### src/rtl/m68k_trace_sequencer.sv
// ---------------------------------------------------------------------------
// m68k_trace_sequencer
//
// Records completed 68000 bus cycles into a circular history buffer and
// selects which entry the bus-status text overlay shows. The shown entry is
// latched only at the frame boundary (x == 0, y == SCREEN_HEIGHT), so a frame
// never displays a torn value. A freeze level stops capture and enables
// browsing; each step pulse moves the view one entry older, wrapping back to
// the newest entry after the oldest valid one.
//
// Optional feature macro: TRACE_FILTER_EN
//   defined   : only cycles with FILTER_LO <= bus_addr <= FILTER_HI are kept
//   undefined : every valid cycle is kept; FILTER_LO/FILTER_HI are unused
//
// Ports:
//   clk          in   1                 system/pixel clock, rising edge
//   rst_n        in   1                 synchronous active-low reset
//   bus_addr     in   32                address of completed bus cycle
//   bus_data     in   16                data of completed bus cycle
//   bus_write    in   1                 1 = write, 0 = read
//   bus_valid    in   1                 one pulse per completed bus cycle
//   x, y         in   10                current scan column / line
//   freeze       in   1                 level: stop capture, browse history
//   step         in   1                 pulse: view one entry older (frozen)
//   disp_addr    out  32                overlay address (frame-latched)
//   disp_data    out  16                overlay data (frame-latched)
//   disp_write   out  1                 overlay direction (frame-latched)
//   disp_offset  out  $clog2(DEPTH)     age of shown entry, 0 = newest
//   hist_count   out  $clog2(DEPTH)+1   valid entries, saturates at DEPTH
//   cycle_total  out  16                captured-cycle counter, wraps
// ---------------------------------------------------------------------------
module m68k_trace_sequencer #(
    parameter int          DEPTH         = 16,
    parameter int          SCREEN_HEIGHT = 600,
    parameter logic [31:0] FILTER_LO     = 32'h0000_0000,
    parameter logic [31:0] FILTER_HI     = 32'hFFFF_FFFF
) (
    input  logic                     clk,
    input  logic                     rst_n,
    input  logic [31:0]              bus_addr,
    input  logic [15:0]              bus_data,
    input  logic                     bus_write,
    input  logic                     bus_valid,
    input  logic [9:0]               x,
    input  logic [9:0]               y,
    input  logic                     freeze,
    input  logic                     step,
    output logic [31:0]              disp_addr,
    output logic [15:0]              disp_data,
    output logic                     disp_write,
    output logic [$clog2(DEPTH)-1:0] disp_offset,
    output logic [$clog2(DEPTH):0]   hist_count,
    output logic [15:0]              cycle_total
);

    localparam int           AW          = $clog2(DEPTH);
    localparam logic [AW:0]  CNT_FULL    = (AW+1)'(DEPTH);
    localparam logic [AW:0]  CNT_ONE     = (AW+1)'(1);
    localparam logic [AW-1:0] PTR_ONE    = AW'(1);
    localparam logic [9:0]   STROBE_LINE = 10'(SCREEN_HEIGHT);

    typedef enum logic {
        LIVE   = 1'b0,
        FROZEN = 1'b1
    } state_t;

    typedef struct packed {
        logic [31:0] addr;
        logic [15:0] data;
        logic        write;
    } entry_t;

    entry_t         hist_mem [DEPTH];
    state_t         state;
    logic [AW-1:0]  wp;
    logic [AW-1:0]  offset;

    logic           in_range;
    logic           capture;
    logic           strobe;
    logic [AW-1:0]  rd_idx;
    entry_t         rd_entry;
    logic [AW:0]    offset_inc;

`ifdef TRACE_FILTER_EN
    assign in_range = (bus_addr >= FILTER_LO) && (bus_addr <= FILTER_HI);
`else
    // Filter bounds are intentionally inert in this build.
    logic unused_filter_cfg;
    assign unused_filter_cfg = ^{FILTER_LO, FILTER_HI};
    assign in_range = 1'b1;
`endif

    // Capture is qualified by the registered state, so a freeze that rises
    // together with bus_valid still records that cycle.
    assign capture    = bus_valid && (state == LIVE) && in_range;
    assign strobe     = (x == '0) && (y == STROBE_LINE);

    // Power-of-two depth: pointer arithmetic wraps modulo DEPTH for free.
    assign rd_idx     = wp - PTR_ONE - offset;
    assign rd_entry   = hist_mem[rd_idx];
    assign offset_inc = {1'b0, offset} + CNT_ONE;

    // NOTE: the history RAM has no reset; its contents are only observable
    // once hist_count covers them, and leaving it unreset lets it map to RAM.
    always_ff @(posedge clk) begin
        if (capture) begin
            hist_mem[wp] <= entry_t'({bus_addr, bus_data, bus_write});
        end
    end

    // NOTE: all state uses non-blocking assignments so every branch below
    // sees the pre-edge values of wp, offset and hist_count.
    always_ff @(posedge clk) begin
        if (!rst_n) begin
            state       <= LIVE;
            wp          <= '0;
            offset      <= '0;
            hist_count  <= '0;
            cycle_total <= '0;
            disp_addr   <= '0;
            disp_data   <= '0;
            disp_write  <= 1'b0;
            disp_offset <= '0;
        end else begin
            if (capture) begin
                wp          <= wp + PTR_ONE;
                cycle_total <= cycle_total + 16'd1;
                if (hist_count != CNT_FULL) begin
                    hist_count <= hist_count + CNT_ONE;
                end
            end

            case (state)
                LIVE: begin
                    offset <= '0;
                    if (freeze) begin
                        state <= FROZEN;
                    end
                end
                FROZEN: begin
                    if (!freeze) begin
                        // Unfreeze wins over a coincident step.
                        state  <= LIVE;
                        offset <= '0;
                    end else if (step) begin
                        offset <= (offset_inc < hist_count) ? offset_inc[AW-1:0] : '0;
                    end
                end
                default: begin
                    state  <= LIVE;
                    offset <= '0;
                end
            endcase

            // Frame-synchronous load uses the pre-edge pointer and buffer, so
            // a capture in the strobe cycle shows up on the following frame.
            if (strobe) begin
                if (hist_count == '0) begin
                    disp_addr   <= '0;
                    disp_data   <= '0;
                    disp_write  <= 1'b0;
                    disp_offset <= '0;
                end else begin
                    disp_addr   <= rd_entry.addr;
                    disp_data   <= rd_entry.data;
                    disp_write  <= rd_entry.write;
                    disp_offset <= offset;
                end
            end
        end
    end

endmodule

### config.mk
export PLATFORM = sky130hd
export DESIGN_NAME = m68k_trace_sequencer
export DESIGN_NICKNAME = d
export VERILOG_FILES = /design/src/rtl/m68k_trace_sequencer.sv
export SDC_FILE = /design/constraint.sdc
export NUM_CORES = 1
export LEC_CHECK = 0
export ABC_AREA = 0
export CAP_MARGIN = 20
export CORE_MARGIN = 2
export CORE_UTILIZATION = 50
export CTS_CLUSTER_SIZE = 12
export DETAILED_ROUTE_END_ITERATION = 6
export MAX_ROUTING_LAYER = met4
export PLACE_DENSITY = 0.68
export SLEW_MARGIN = 10
export SYNTH_ARGS = -nofsm -noshare
export SYNTH_HDL_FRONTEND = slang
export SYNTH_SLANG_ARGS = --single-unit
### constraint.sdc
create_clock -name clk -period 6 [get_ports clk]
set_input_delay 0.9 -clock clk [delete_from_list [all_inputs] [get_ports clk]]
set_output_delay 0.9 -clock clk [all_outputs]
set_load 0.01 [all_outputs]
==> out/metrics.csv <==
metric,value,unit
grt_pass1_vias,16900,
die-area,68930,sq um
rsz0062_at_grt,no,
nets,1868,
syn_avg_cell_area,21.20,sq um
start_util,0.5066,
cts_resized,0,
synth_simple_gate_area_frac,0.02789,
design.core.area,65980,sq um
grt_antenna_before_repair,2,
clk_path_buf_depth,3,
skew,0.01900,ns
cts_sinks,867,
hold_viol,0,
yosysTopAreaCell,edfxtp_1,
cts_made_buffers,86,
holdWs,0.5229,ns
drt_first_pass_iters,5,
synth_compound_area_frac,0.02560,
drc,0,
slowest_delay,1.42,ns
endpoint_kind,flip-flop,
hold_buffers,0,
critPathLaunchType,flip-flop,
num_io_pins,148,
m1WireLength,31100,microns
ys_types,45,
critPathBufInv,2,
final_util,0.5858,
netlist_top_cells_area,"edfxtp_1, mux4_2, dfxtp_1, mux2i_1, and2_1",
muxShareOfSynthArea,0.1617,
clk_pin_slew,0.06,ns
dp_hpwl,38290,microns
worst-path-max-fanout,47,
grt_pass1_wl,109700,microns
gp_congestion,0.7610,
path_cells,inv_1 -> ha_4 -> fa_4 -> buf_12 -> mux4_2 -> mux2i_1 -> o22ai_1 -> o21a_1,
post-route-period-util,0.6495,
std_cell_rows,94,
drv_cap,0,
top_layer,met4,
outcome,completed,
syn_inst,1577,
yosysTopAreaCellShare,0.7043,
cp_top_family,adder cells,
cts_tree,done,
slowest_stage,fa_4,
ant_nets,0,
syn_to_final_growth,15.63,%
synth_top_family_by_area,multiplexers,
hp-class,reg -> reg,
synth_area,33420,sq um
synthAdderAreaFrac,0.006214,
min_period,3.897,ns
die_x,262.6,microns
required,6.52,ns
die_h,262.6,microns
drive_gt1_frac,0.2000,
grt_util_all_layers,0.2218,
peakVddDrop,0.2062,mV
drt_iter0_markers,1635,
wl_per_cell,27.04,microns
path_class,reg -> reg,
worstMarginPinSlew,1.111,ns
yosysWarnings,0,
clkLatencyLatePin,0.64,ns
p_leak,0.01281,uW
setup_violations,0,
p_per_area,330.0,nW/um^2
wirelength,73310,microns
vias,16307,
fin_setup_tns,0,ns
yosysSeqAreaShare,0.7541,
slew_viol_final,0,
fmax,256.6,MHz
relSlewSlack,0.2578,
h-tree-depth,3,
met3_length,4856,microns
synth-xor-area-share,0.006027,
fill_cells,4719,
cp.arrival,4.42,ns
root_buffer,clkbuf_16,
portBuffers,147,
grt_max_degree,54,
grt-ovfl-total,0,
avgViaCountPerCell,6.015,
wl_met2,36160,microns
ys_ff_latch,867,
post_cts_buffers,0,
syn-num-nets,1667,
[worst reg2reg max path, stage by stage (launching register included)]
cell and delay [ns]:
dfxtp_1 0.48, inv_1 0.13, ha_4 0.18, fa_4 1.42
buf_12 0.41, mux4_2 0.60, mux2i_1 0.20, o22ai_1 0.14
o21a_1 0.23
[layer usage]
metal,GRT usage,vias up
met2,0.3556,634
li1,-,6903
met5,-,-
met3,0.03167,87
met4,0.05840,0
met1,0.3027,8683
[power by group]
group / leakage [uW] / internal, uW / switching [uW] / total, uW
registers: 0.00774 / 6640 / 17.9 / 6660
logic: 0.00383 / 531 / 546 / 1080
clock network: 0.00125 / 2890 / 2130 / 5020
total: 0.0128 / 10100 / 2690 / 12800
[cell usage after synthesis (all sizes together)]
master and instances:
xnor2 13, mux2i 99, nor4bb 1, xor2 10, and4 1, nand3 8, nor2 15, nor4 5
nor3 9, a21oi 4, or4b 1, nand2b 4, edfxtp 784, nor2b 11, nand4bb 1, inv 12
dfxtp 83, nand4 5, o211ai 2, clkbuf 17, a21boi 7, nor4b 3, o21a 49, and4bb 1
a22oi 4, o21ai 3, o32ai 1, nand4b 1, nand2 19, a41oi 1, and3 4, or3 4
a22o 3, o22ai 49, ha 15, mux4 196, fa 1, buf 65, and2 66
[final timing paths]
kind	from	to	slack, ns	cells past startpoint
worst min-delay path	cycle_total[8]	cycle_total[8]	0.52	2
worst max register to register	offset[0]	disp_addr[6]	2.10	8
worst max-delay path	offset[0]	disp_addr[6]	2.10	8
worst min register to register	cycle_total[8]	cycle_total[8]	0.52	2
[flip-flops by register name (all words and copies together) (netlist names), 4 cells and up]
| name | cells |
|---|---|
| disp_offset | 4 |
| hist_mem | 784 |
| hist_count | 5 |
| disp_addr | 32 |
| offset | 4 |
| wp | 4 |
| disp_data | 16 |
| cycle_total | 16 |
[metrics by stage]
step	setup WS, ns	total power (uW)	instance area (sq um)	instances
finish	2.103	12750	38650	2711
global route	1.881	13160	38650	2711
CTS	2.061	12860	38620	2708
detailed placement	2.068	7874	36010	2553
global placement	2.070	7854	36010	2553
floorplan	0.5667	7579	33420	1577
[layout by cell type (no fill, tap or decap), types with 6 or more instances in the layout]
master and count:
and2_1 66, buf_12 6, buf_4 42, clkbuf_1 49, clkbuf_16 90, clkdlybuf4s50_1 146
clkinv_1 6, dfxtp_1 83, edfxtp_1 784, ha_1 14, inv_1 12, mux2i_1 99
mux4_2 196, nand2_1 18, nand3_1 8, nor2_4 12, nor2b_1 11, o21a_1 49
o22ai_1 49, xnor2_1 13, xor2_1 9
[kinds of logic after synthesis]
kind of cell    Yosys count
xor+xnor                 23
flops                   867
simple gates            159
buf+inv                  94
compound gates          123
mux                     295
fa+ha+maj                16
[area by class of cell]
type | count | area [sq um] | share of cell area
Clock inverter | 13 | 128.9 | 0.003334
Multi-Input combinational cell | 616 | 7784 | 0.2014
Sequential cell | 867 | 25200 | 0.6521
Clock buffer | 142 | 2477 | 0.06410
Inverter | 12 | 45.04 | 0.001165
Antenna cell | 2 | 5.005 | 0.0001295
Tap cell | 864 | 1081 | 0.02797
Timing Repair Buffer | 195 | 1924 | 0.04979
(Power assumes the default switching activity.)
